==> config.mk <==
export PLATFORM = sky130hd
export DESIGN_NAME = pipeline_sequencer
export DESIGN_NICKNAME = d
export VERILOG_FILES = /design/src/rtl/pipeline_sequencer_pkg.sv /design/src/rtl/hazard_detect.sv /design/src/rtl/pipeline_sequencer.sv
export SDC_FILE = /design/constraint.sdc
export NUM_CORES = 1
export LEC_CHECK = 0
export BUFFER_PORTS_ARGS = -buffer_cell sky130_fd_sc_hd__buf_2
export CORE_ASPECT_RATIO = 1.75
export CORE_MARGIN = 3
export CORE_UTILIZATION = 45
export CTS_CLUSTER_SIZE = 25
export DETAILED_ROUTE_END_ITERATION = 7
export PLACE_DENSITY_LB_ADDON = 0.25
export SETUP_SLACK_MARGIN = 0.1
export SLEW_MARGIN = 20
export SYNTH_ARGS = -nofsm -noshare
export SYNTH_HDL_FRONTEND = slang
export SYNTH_SLANG_ARGS = --single-unit
export TNS_END_PERCENT = 100
==> constraint.sdc <==
create_clock -name i_clk -period 2 [get_ports i_clk]
set_input_delay 0.2 -clock i_clk [delete_from_list [all_inputs] [get_ports i_clk]]
set_output_delay 0.2 -clock i_clk [all_outputs]
set_load 0.005 [all_outputs]
==> src/rtl/pipeline_sequencer_pkg.sv <==
// Shared CPU package: sequencer state encodings, default parameter values and the
// pipeline control bundle.
package pipeline_sequencer_pkg;

  localparam int unsigned RegAddrSizeDef = 5;
  localparam int unsigned CountSizeDef   = 32;
  localparam bit          StartHaltedDef = 1'b1;

  localparam logic [1:0] StRun     = 2'b00;
  localparam logic [1:0] StHalted  = 2'b01;
  localparam logic [1:0] StStep    = 2'b10;
  localparam logic [1:0] StIllegal = 2'b11;

  typedef struct packed {
    logic pc_en;
    logic if_id_en;
    logic if_id_flush;
    logic id_ex_bubble;
    logic pipe_en;
  } pipe_ctrl_t;

  localparam pipe_ctrl_t PipeFrozen = '{default: 1'b0};

endpackage

==> src/rtl/hazard_detect.sv <==
// Load-use hazard comparator: a load in EX whose destination feeds the instruction in ID.
module hazard_detect
  import pipeline_sequencer_pkg::*;
#(
  parameter int unsigned REG_ADDR_SIZE = RegAddrSizeDef
) (
  input  logic [REG_ADDR_SIZE-1:0] rs,
  input  logic [REG_ADDR_SIZE-1:0] rt,
  input  logic [REG_ADDR_SIZE-1:0] ex_rt,
  input  logic                     ex_mem_read,
  output logic                     stall
);

  // Register 0 is hard-wired to zero, so a load targeting it never creates a dependency.
  always_comb begin
    stall = ex_mem_read && (ex_rt != '0) && ((ex_rt == rs) || (ex_rt == rt));
  end

endmodule

==> src/rtl/pipeline_sequencer.sv <==
// Pipeline sequencer: RUN/HALTED/STEP debug FSM plus stall/flush/bubble steering and a
// cycle counter of enabled pipeline cycles.
module pipeline_sequencer
  import pipeline_sequencer_pkg::*;
#(
  parameter int unsigned REG_ADDR_SIZE = RegAddrSizeDef,
  parameter int unsigned COUNT_SIZE    = CountSizeDef,
  parameter bit          START_HALTED  = StartHaltedDef
) (
  input  logic                     i_clk,
  input  logic                     i_rst,
  input  logic [REG_ADDR_SIZE-1:0] i_id_rs,
  input  logic [REG_ADDR_SIZE-1:0] i_id_rt,
  input  logic [REG_ADDR_SIZE-1:0] i_ex_rt,
  input  logic                     i_ex_mem_read,
  input  logic                     i_id_jump_or_b,
  input  logic                     i_wb_halt,
  input  logic                     i_halt_req,
  input  logic                     i_step_req,
  input  logic                     i_resume_req,
  output logic                     o_pc_en,
  output logic                     o_if_id_en,
  output logic                     o_if_id_flush,
  output logic                     o_id_ex_bubble,
  output logic                     o_pipe_en,
  output logic [1:0]               o_state,
  output logic                     o_done,
  output logic [COUNT_SIZE-1:0]    o_cycle_count
);

  localparam logic [1:0] ResetState = START_HALTED ? StHalted : StRun;

  logic [1:0]            state_q, state_d;
  logic                  done_q, done_d;
  logic [COUNT_SIZE-1:0] cycle_count_q, cycle_count_d;
  logic                  stall;
  pipe_ctrl_t            ctrl;

  hazard_detect #(
    .REG_ADDR_SIZE(REG_ADDR_SIZE)
  ) u_hazard_detect (
    .rs         (i_id_rs),
    .rt         (i_id_rt),
    .ex_rt      (i_ex_rt),
    .ex_mem_read(i_ex_mem_read),
    .stall      (stall)
  );

  // Stall wins over flush; a pending redirect is re-presented on the retried cycle.
  always_comb begin
    ctrl = PipeFrozen;
    if ((state_q == StRun) || (state_q == StStep)) begin
      ctrl.pipe_en = 1'b1;
      if (stall) begin
        ctrl.id_ex_bubble = 1'b1;
      end else begin
        ctrl.pc_en       = 1'b1;
        ctrl.if_id_en    = 1'b1;
        ctrl.if_id_flush = i_id_jump_or_b;
      end
    end
  end

  always_comb begin
    state_d = state_q;
    done_d  = done_q;
    case (state_q)
      StRun: begin
        if (i_wb_halt) begin
          state_d = StHalted;
          done_d  = 1'b1;
        end else if (i_halt_req) begin
          state_d = StHalted;
        end
      end
      StStep: begin
        state_d = StHalted;
        if (i_wb_halt) begin
          done_d = 1'b1;
        end
      end
      StHalted: begin
        // Once the program has finished only reset can restart it.
        if (!done_q) begin
          if (i_step_req) begin
            state_d = StStep;
          end else if (i_resume_req) begin
            state_d = StRun;
          end
        end
      end
      default: state_d = StHalted;
    endcase
  end

  always_comb begin
    cycle_count_d = cycle_count_q;
    if (ctrl.pipe_en) begin
      cycle_count_d = cycle_count_q + {{(COUNT_SIZE-1){1'b0}}, 1'b1};
    end
  end

  always_ff @(posedge i_clk) begin
    if (i_rst) begin
      state_q       <= ResetState;
      done_q        <= 1'b0;
      cycle_count_q <= '0;
    end else begin
      state_q       <= state_d;
      done_q        <= done_d;
      cycle_count_q <= cycle_count_d;
    end
  end

  always_comb begin
    o_pc_en        = ctrl.pc_en;
    o_if_id_en     = ctrl.if_id_en;
    o_if_id_flush  = ctrl.if_id_flush;
    o_id_ex_bubble = ctrl.id_ex_bubble;
    o_pipe_en      = ctrl.pipe_en;
    o_state        = state_q;
    o_done         = done_q;
    o_cycle_count  = cycle_count_q;
  end

endmodule

[Word-level counts from Yosys, hierarchy flattened]
Cells that the tools add are included.
Cells by class
  reductions and logical operators: 9
  add/sub/neg operators: 1
  mux-type cells: 9
  equal/unequal tests: 7
Operators with widths (count)
  $add 32x1->32 const B: 1
  $eq 5x5->1: 2
  $mux 2: 5
  $ne 3x3->1 const B: 2
  $mux 5: 1
  $reduce_bool 5->1: 1
  $pmux 2 s2: 1
  $mux 3: 1
  $reduce_and 3->1: 1
  $eq 2x1->1 const B: 1
  $eq 2x2->1 const B: 1
  $logic_and 1x1->1: 2
  $logic_not 2->1: 1
  $logic_or 1x1->1: 2
  $ne 2x2->1 const B: 1
  $reduce_and 2->1: 1
  $reduce_or 2->1: 1
  $mux 1: 1
Word-level totals
  output and inout port bits: 40
  word-level logic and storage cells: 29
  bits in registers: 35
  input bits: 23

[Logic depth before layout (Yosys ltp)]
Gate-level depths: netlist of run 1.
  word-level depth: 5
  mapped depth: 6
  mapped depth without buffers: 5

[Cells and area by module]
Synthesis of run 1 repeated with hierarchy kept, for this count alone.
Second synthesis, totals
  cells, all modules: 220
  area, all modules: 1835.5 um2
Modules (own cells, without submodules)
  pipeline_sequencer: instances 1, cells an instance 203, area an instance 1710.4 um2
  hazard_detect: instances 1, cells an instance 17, area an instance 125.1 um2

[Worst setup path before layout of run 1]
Ideal clock, no wire load.
  kind: flip-flop to flip-flop
  start point: register cycle_count_q[0], in the netlist o_cycle_count[0]
  end point: register cycle_count_q[26], in the netlist o_cycle_count[26]
  path slack: 127 ps
  cell stages (with the launch flop): 7
  clock period less this slack: 1873 ps
  data arrival time: 1803 ps
  cell sequence: dfxtp_1 > ha_1 > clkbuf_1 > and3_1 > nand4_1 > or4_1 > a21oi_1
Between the ends
  cells in the longest elaborated chain, start to end: 1
Ends and longest elaborated chain
  start: declaration: line pipeline_sequencer.sv:35  | logic [COUNT_SIZE-1:0] cycle_count_q, cycle_count_d;
  start signal: assignment: line pipeline_sequencer.sv:111  | cycle_count_q <= cycle_count_d;
  $add 32x1->32: line pipeline_sequencer.sv:99  | cycle_count_d = cycle_count_q + {{(COUNT_SIZE-1){1'b0}}, 1'b1};
Every way passes these cells.
A chain may end at the register's enable or synchronous reset.

[Worst setup path after layout of run 1]
  start point: register cycle_count_q[1], in the netlist o_cycle_count[1]
  end point: register cycle_count_q[26], in the netlist o_cycle_count[26]
Same word-level chain as after synthesis.

==> results of run 1 <==
[sequential cells by signal, indices dropped and copies added, names as in the netlist]
| register | count |
|---|---|
| o_done | 1 |
| o_cycle_count | 32 |
| o_state | 2 |
[cell families (layout without fill, tap and decap cells)]
kind of cell,after synthesis,after routing
buf+inv,15,85
xor+xnor,23,23
flops,35,35
fa+ha+maj,1,1
simple gates,94,94
mux,1,1
compound gates,42,42
[worst max-delay path: stages, from the launching register on]
cell,delay (ns)
dfxtp_1,0.42
ha_1,0.22
and3_1,0.17
nand4_1,0.15
buf_4,0.19
or4_1,0.40
a21oi_1,0.14
[cells in the mapped netlist]
library cell and count:
dfxtp_1 35, a21oi_1 22, nor2_1 17, nand2_1 15, or4_1 15, o31ai_1 14
xnor2_1 14, nand4_1 10, nand3_1 9, xor2_1 9, clkbuf_1 6, or3_1 5
and3_1 4, and4_1 4, buf_6 4, o21ai_0 4, inv_1 3, and2_1 2
nand4_4 2, nand4b_1 2, nor3_1 2, and4_4 1, and4b_1 1, buf_2 1
buf_4 1, ha_1 1, mux2i_1 1, nand3_4 1, nor2b_1 1, nor3b_1 1
nor4_1 1, nor4b_1 1, o21a_1 1, o22ai_1 1
[layer usage]
layer  share of wire [%]  up-vias  routed length (µm)
li1                    -      927                   -
met1                  40      848                1829
met2                  51       51                2344
met3                 6.3        7                 287
met4                 2.1        0                  95
met5                   0        -                   0
[path summary, 6_finish.rpt]
path                       end  cells past startpoint
min                 o_state[1]                      3
min reg2reg         o_state[1]                      1
max          o_cycle_count[26]                      6
max reg2reg  o_cycle_count[26]                      6
[timing repair]
item	CTS	global route
setup buffers	0	3
hold buffers	0	0
resized for setup	1	4
setup endpoints to repair	1	8
pin swaps	0	2
[layout make-up]
cell class              instances  area [µm²]  area share (%)
repair buffers                 75       407.9           17.52
clock buffers                   6       82.58           3.546
well taps                      48       60.06           2.579
inverters                       3       11.26          0.4836
flip-flops and latches         35       701.9           30.15
multi-input cells             161        1060           45.51
clock inverters                 1       5.005          0.2149
[where the power goes]
part | internal (mW) | leakage (nW) | switching, mW
clock | 0.270 | 0.0470 | 0.254
sequential | 0.707 | 0.283 | 0.00779
combinational | 0.0663 | 0.642 | 0.0718
total | 1.04 | 0.972 | 0.333
[per-stage QoR]
stage | worst slack (ns) | cells | utilization (%) | instance area [µm²]
after floorplan | 0.1267 | 211 | - | 1847
after global placement | 0.1700 | 319 | 56.67 | 2212
after detailed placement | 0.1218 | 319 | 56.67 | 2212
after CTS | 0.1494 | 326 | 58.94 | 2301
after global routing | 0.1027 | 329 | 59.65 | 2328
final | 0.2318 | 329 | 59.65 | 2328
==> results.yml, run 1 <==
power_and_ir_drop:
  power_mw: 1.377
  ir_worst_vdd_uv: 500.4
  p_leak_nw: 0.9724
  power.density_mw_per_mm2: 591.2
final_layout:
  drive_above_1_share_pct: 32.03
  final_cell_mix: "buf_2 (62), dfxtp_1 (34), a21oi_1 (22), nor2_1 (17)"
  antenna_cells: 0
  mostFrequentLayoutCell: "buf_2"
  areaGrowthSynthToFinish_pct: 26.08
  fin_nets: 305
  nFillCells: 396
floorplan:
  io_pins: 63
  dieArea_mm2: 0.004939
  coreArea_mm2: 0.003904
  die_w_um: 54.43
  fp.dieH_um: 90.75
  rows: 30
  start_util_pct: 47.31
setup_path:
  critical_path_class: "reg2reg"
  critPathLaunch: "o_cycle_count[1]"
  startpoint_type: "flip-flop"
  rrSetupSlack_ns: 0.23
  end_kind: "flip-flop"
  critPathMaxFanout: 6
  cp_data_required_time_ns: 2.22
  arrival_ns: 1.98
  reg2reg_from: "o_cycle_count[1]"
min_path:
  hp-start: "i_step_req"
  hold_path_class: "in2reg"
global_route:
  use_met1_pct: 22.39
  antenna_found_initial: 0
  grt_start_max_net_pins: 36
  grt.busiest_layer: "met2"
  grt_util_met2_pct: 33.00
  grt_pass1_wl_um: 7431
  grt_overflow_total: 0
  grtUsageMet3_pct: 4.628
  grt_pass1_vias: 1716
  track_usage_pct: 19.57
timing:
  clock_skew_ns: 0.003344
  fin_tns_setup_ns: 0
  relSlewSlack_pct: 57.64
  finalSetupViolations: 0
  rsz0062_at_grt: "no"
  hold_slack_ns: 0.1473
  final-hold-violation-count: 0
  worst_slew_pin_slew_ns: 0.6354
  slew_violations: 0
  fin_crit_sh_pct: 88.41
  period_minus_slack_ns: 1.768
  clock.fmax_mhz: 565.5
yosys:
  synthSimpleGateAreaFrac_pct: 31.50
  ys_top_cells_by_area: "dfxtp_1 (38%), xnor2_1 (6.6%), or4_1 (6.1%), a21oi_1 (6.0%), o31ai_1 (5.7%)"
  yosys_warnings: 0
  ys_ff_latch: 35
  synth_top_area_cell: "dfxtp_1"
  synth.area.mux_share_pct: 0.5420
  synth_top_area_share_pct: 37.94
  synthAdderAreaFrac_pct: 0.6775
  avgSynthCellArea_um2: 8.752
  synth_compound_area_share_pct: 13.48
  syn_inst: 211
  ys_types: 34
  synth_top_family_by_area: "simple AND/OR/NAND/NOR gates"
  ys_seq_area_share_pct: 37.94
  netlist_area_mm2: 0.001847
  synthXorXnorAreaFrac_pct: 10.91
  synth_fp_nets: 235
drt:
  dr.first_iter.drc_count: 38
  finalWirelength_um: 4557
  drc: 0
  drtPass1Iterations: 4
  wl_per_cell_um: 13.85
  antenna_left: 0
  via_per_inst: 5.571
  vias: 1833
clock_tree:
  htree_levels: 2
  cts_tree: "yes"
  clk_pin_slew_ns: 0.07
  cts.sinks: 35
  clockRootBuffer: "clkbuf_8"
  insertion_delay_ns: 0.29
  cts-buffers-inserted: 5
  cts_buffer_depth: 2
flow_run:
  max_cap_violations: 0
run_status:
  status: "complete, no violations"
placement:
  gp_congestion: 0.7788
  port_buffers: 62
  dp_hpwl_um: 3345
No activity file was read; power rests on OpenSTA's default activity.
==> inputs of run 2 (changes only) <==
- PLACE_DENSITY: not set -> 0.8
- PLACE_DENSITY_LB_ADDON: 0.25 -> not set
==> run 2 against run 1 <==
Compared with the run above: combinational power decreased by 3%; flip-flop and latch count unchanged; sequential power about the same; global-route usage increased by 0.94 points; power increased by 8.3%.
==> results.yml, run 2 (same netlist as run 1, synthesis figures left out) <==
setup_path:
  critPathMaxFanout: 10
  end_kind: "flip-flop"
  rrSetupSlack_ns: 0.23
  arrival_ns: 1.98
  reg2reg_from: "o_cycle_count[2]"
  cp_data_required_time_ns: 2.21
  r2r-end: "o_cycle_count[17]"
  startpoint_type: "flip-flop"
  critical_path_class: "reg2reg"
  rr_worst_depth: 5
final_layout:
  areaGrowthSynthToFinish_pct: 26.69
  largest_reg_flops: 32
  fin_util_pct: 59.94
  final_area_mm2: 0.002340
  final_cell_mix: "buf_2 (62), dfxtp_1 (35), a21oi_1 (22), nor2_1 (17)"
  final_cells: 329
  drive_above_1_share_pct: 30.60
  mostFrequentLayoutCell: "buf_2"
  fin_nets: 304
  nFillCells: 371
  antenna_cells: 0
timing:
  period_minus_slack_ns: 1.772
  fin_tns_setup_ns: 0
  finalSetupViolations: 0
  rsz0062_at_grt: "no"
  final-hold-violation-count: 0
  slew_violations: 0
  hold_slack_ns: 0.1554
  clock_skew_ns: 0.01482
  clock.fmax_mhz: 564.4
  relSlewSlack_pct: 58.49
  fin_crit_sh_pct: 88.58
  layout_setup_ws_ns: 0.2283
  worst_slew_pin_slew_ns: 0.6227
clock_tree:
  clockRootBuffer: "clkbuf_8"
  cts_buffer_depth: 2
  cts_tree: "yes"
  cts_resized: 0
  cts-buffers-inserted: 5
  htree_levels: 2
  cts.sinks: 35
  cts_setup_buffers: 0
  clk_pin_slew_ns: 0.07
  insertion_delay_ns: 0.29
  hold_buffers: 0
power_and_ir_drop:
  ir_worst_vdd_uv: 571.9
  power.density_mw_per_mm2: 637.3
  combPwrFrac_pct: 9.0
  power_mw: 1.491
  p_leak_nw: 0.9787
  p_clk_share_pct: 43.0
  swShare_pct: 23.29
  seqPwrFrac_pct: 48.0
  power.switching_uw: 347.3
  p_int_mw: 1.144
floorplan:
  start_util_pct: 47.31
  die_w_um: 54.43
  io_pins: 63
  fp.dieH_um: 90.75
  rows: 30
  dieArea_mm2: 0.004939
  coreArea_mm2: 0.003904
min_path:
  worst_hold_path.endpoint: "o_state[1]"
  min_path_cells: 3
  hold_path_class: "in2reg"
  hp-start: "i_step_req"
drt:
  wl_per_cell_um: 14.09
  dr.first_iter.drc_count: 52
  vias: 1813
  antenna_left: 0
  drtPass1Iterations: 4
  finalWirelength_um: 4636
  via_per_inst: 5.511
  drc: 0
global_route:
  grt_pass1_vias: 1714
  track_usage_pct: 20.51
  grt_overflow_total: 0
  antenna_found_initial: 0
  grt_start_max_net_pins: 36
  grt_pass1_wl_um: 7576
placement:
  dp_hpwl_um: 3355
  dp_slack_ns: 0.2039
  dp_cells: 318
  port_buffers: 62
  placed_cell_area_mm2: 0.002205
  gp_congestion: 0.8005
run_status:
  status: "complete, no violations"
flow_run:
  max_cap_violations: 0
## run 2: power groups by stage
stage / clock network (mW) / logic (mW) / registers (mW)
final: 0.641 / 0.134 / 0.716
after global routing: 0.689 / 0.148 / 0.718
after CTS: 0.653 / 0.136 / 0.716
after detailed placement: 0 / 0.135 / 0.732
after global placement: 0 / 0.133 / 0.732
after floorplan: 0 / 0.0681 / 0.736
## run 2: metal layers
layer	up-vias	global-route usage, %	routed length (µm)
met4	0	8.524	96
li1	919	-	-
met2	44	36.00	2593
met5	-	0	0
met3	7	4.793	229
met1	843	21.93	1718
## run 2: worst max path at each step
stage / startpoint / to / slack (ns) / cells after the start
detailed placement: o_cycle_count[10] / o_cycle_count[31] / 0.20 / 4
finish: o_cycle_count[2] / o_cycle_count[17] / 0.23 / 5
global placement: o_cycle_count[7] / o_cycle_count[31] / 0.24 / 4
global route: o_cycle_count[2] / o_cycle_count[17] / 0.11 / 5
CTS: o_cycle_count[10] / o_cycle_count[31] / 0.19 / 4
floorplan: o_cycle_count[0] / o_cycle_count[26] / 0.13 / 6
## run 2: area by class of cell
class | instances | area [µm²] | area share [%]
timing repair buffer | 74 | 400.4 | 17.11
inverter | 3 | 11.26 | 0.4813
sequential | 35 | 700.7 | 29.95
clock inverter | 3 | 43.79 | 1.872
multi-input combinational | 161 | 1055 | 45.08
clock buffer | 5 | 68.82 | 2.941
tap | 48 | 60.06 | 2.567
## run 2: critical path: stages, from the launching register on
cell     delay, ns
dfxtp_1       0.41
and4b_1       0.29
buf_4         0.20
nand3_4       0.14
or4_1         0.50
a21oi_1       0.18
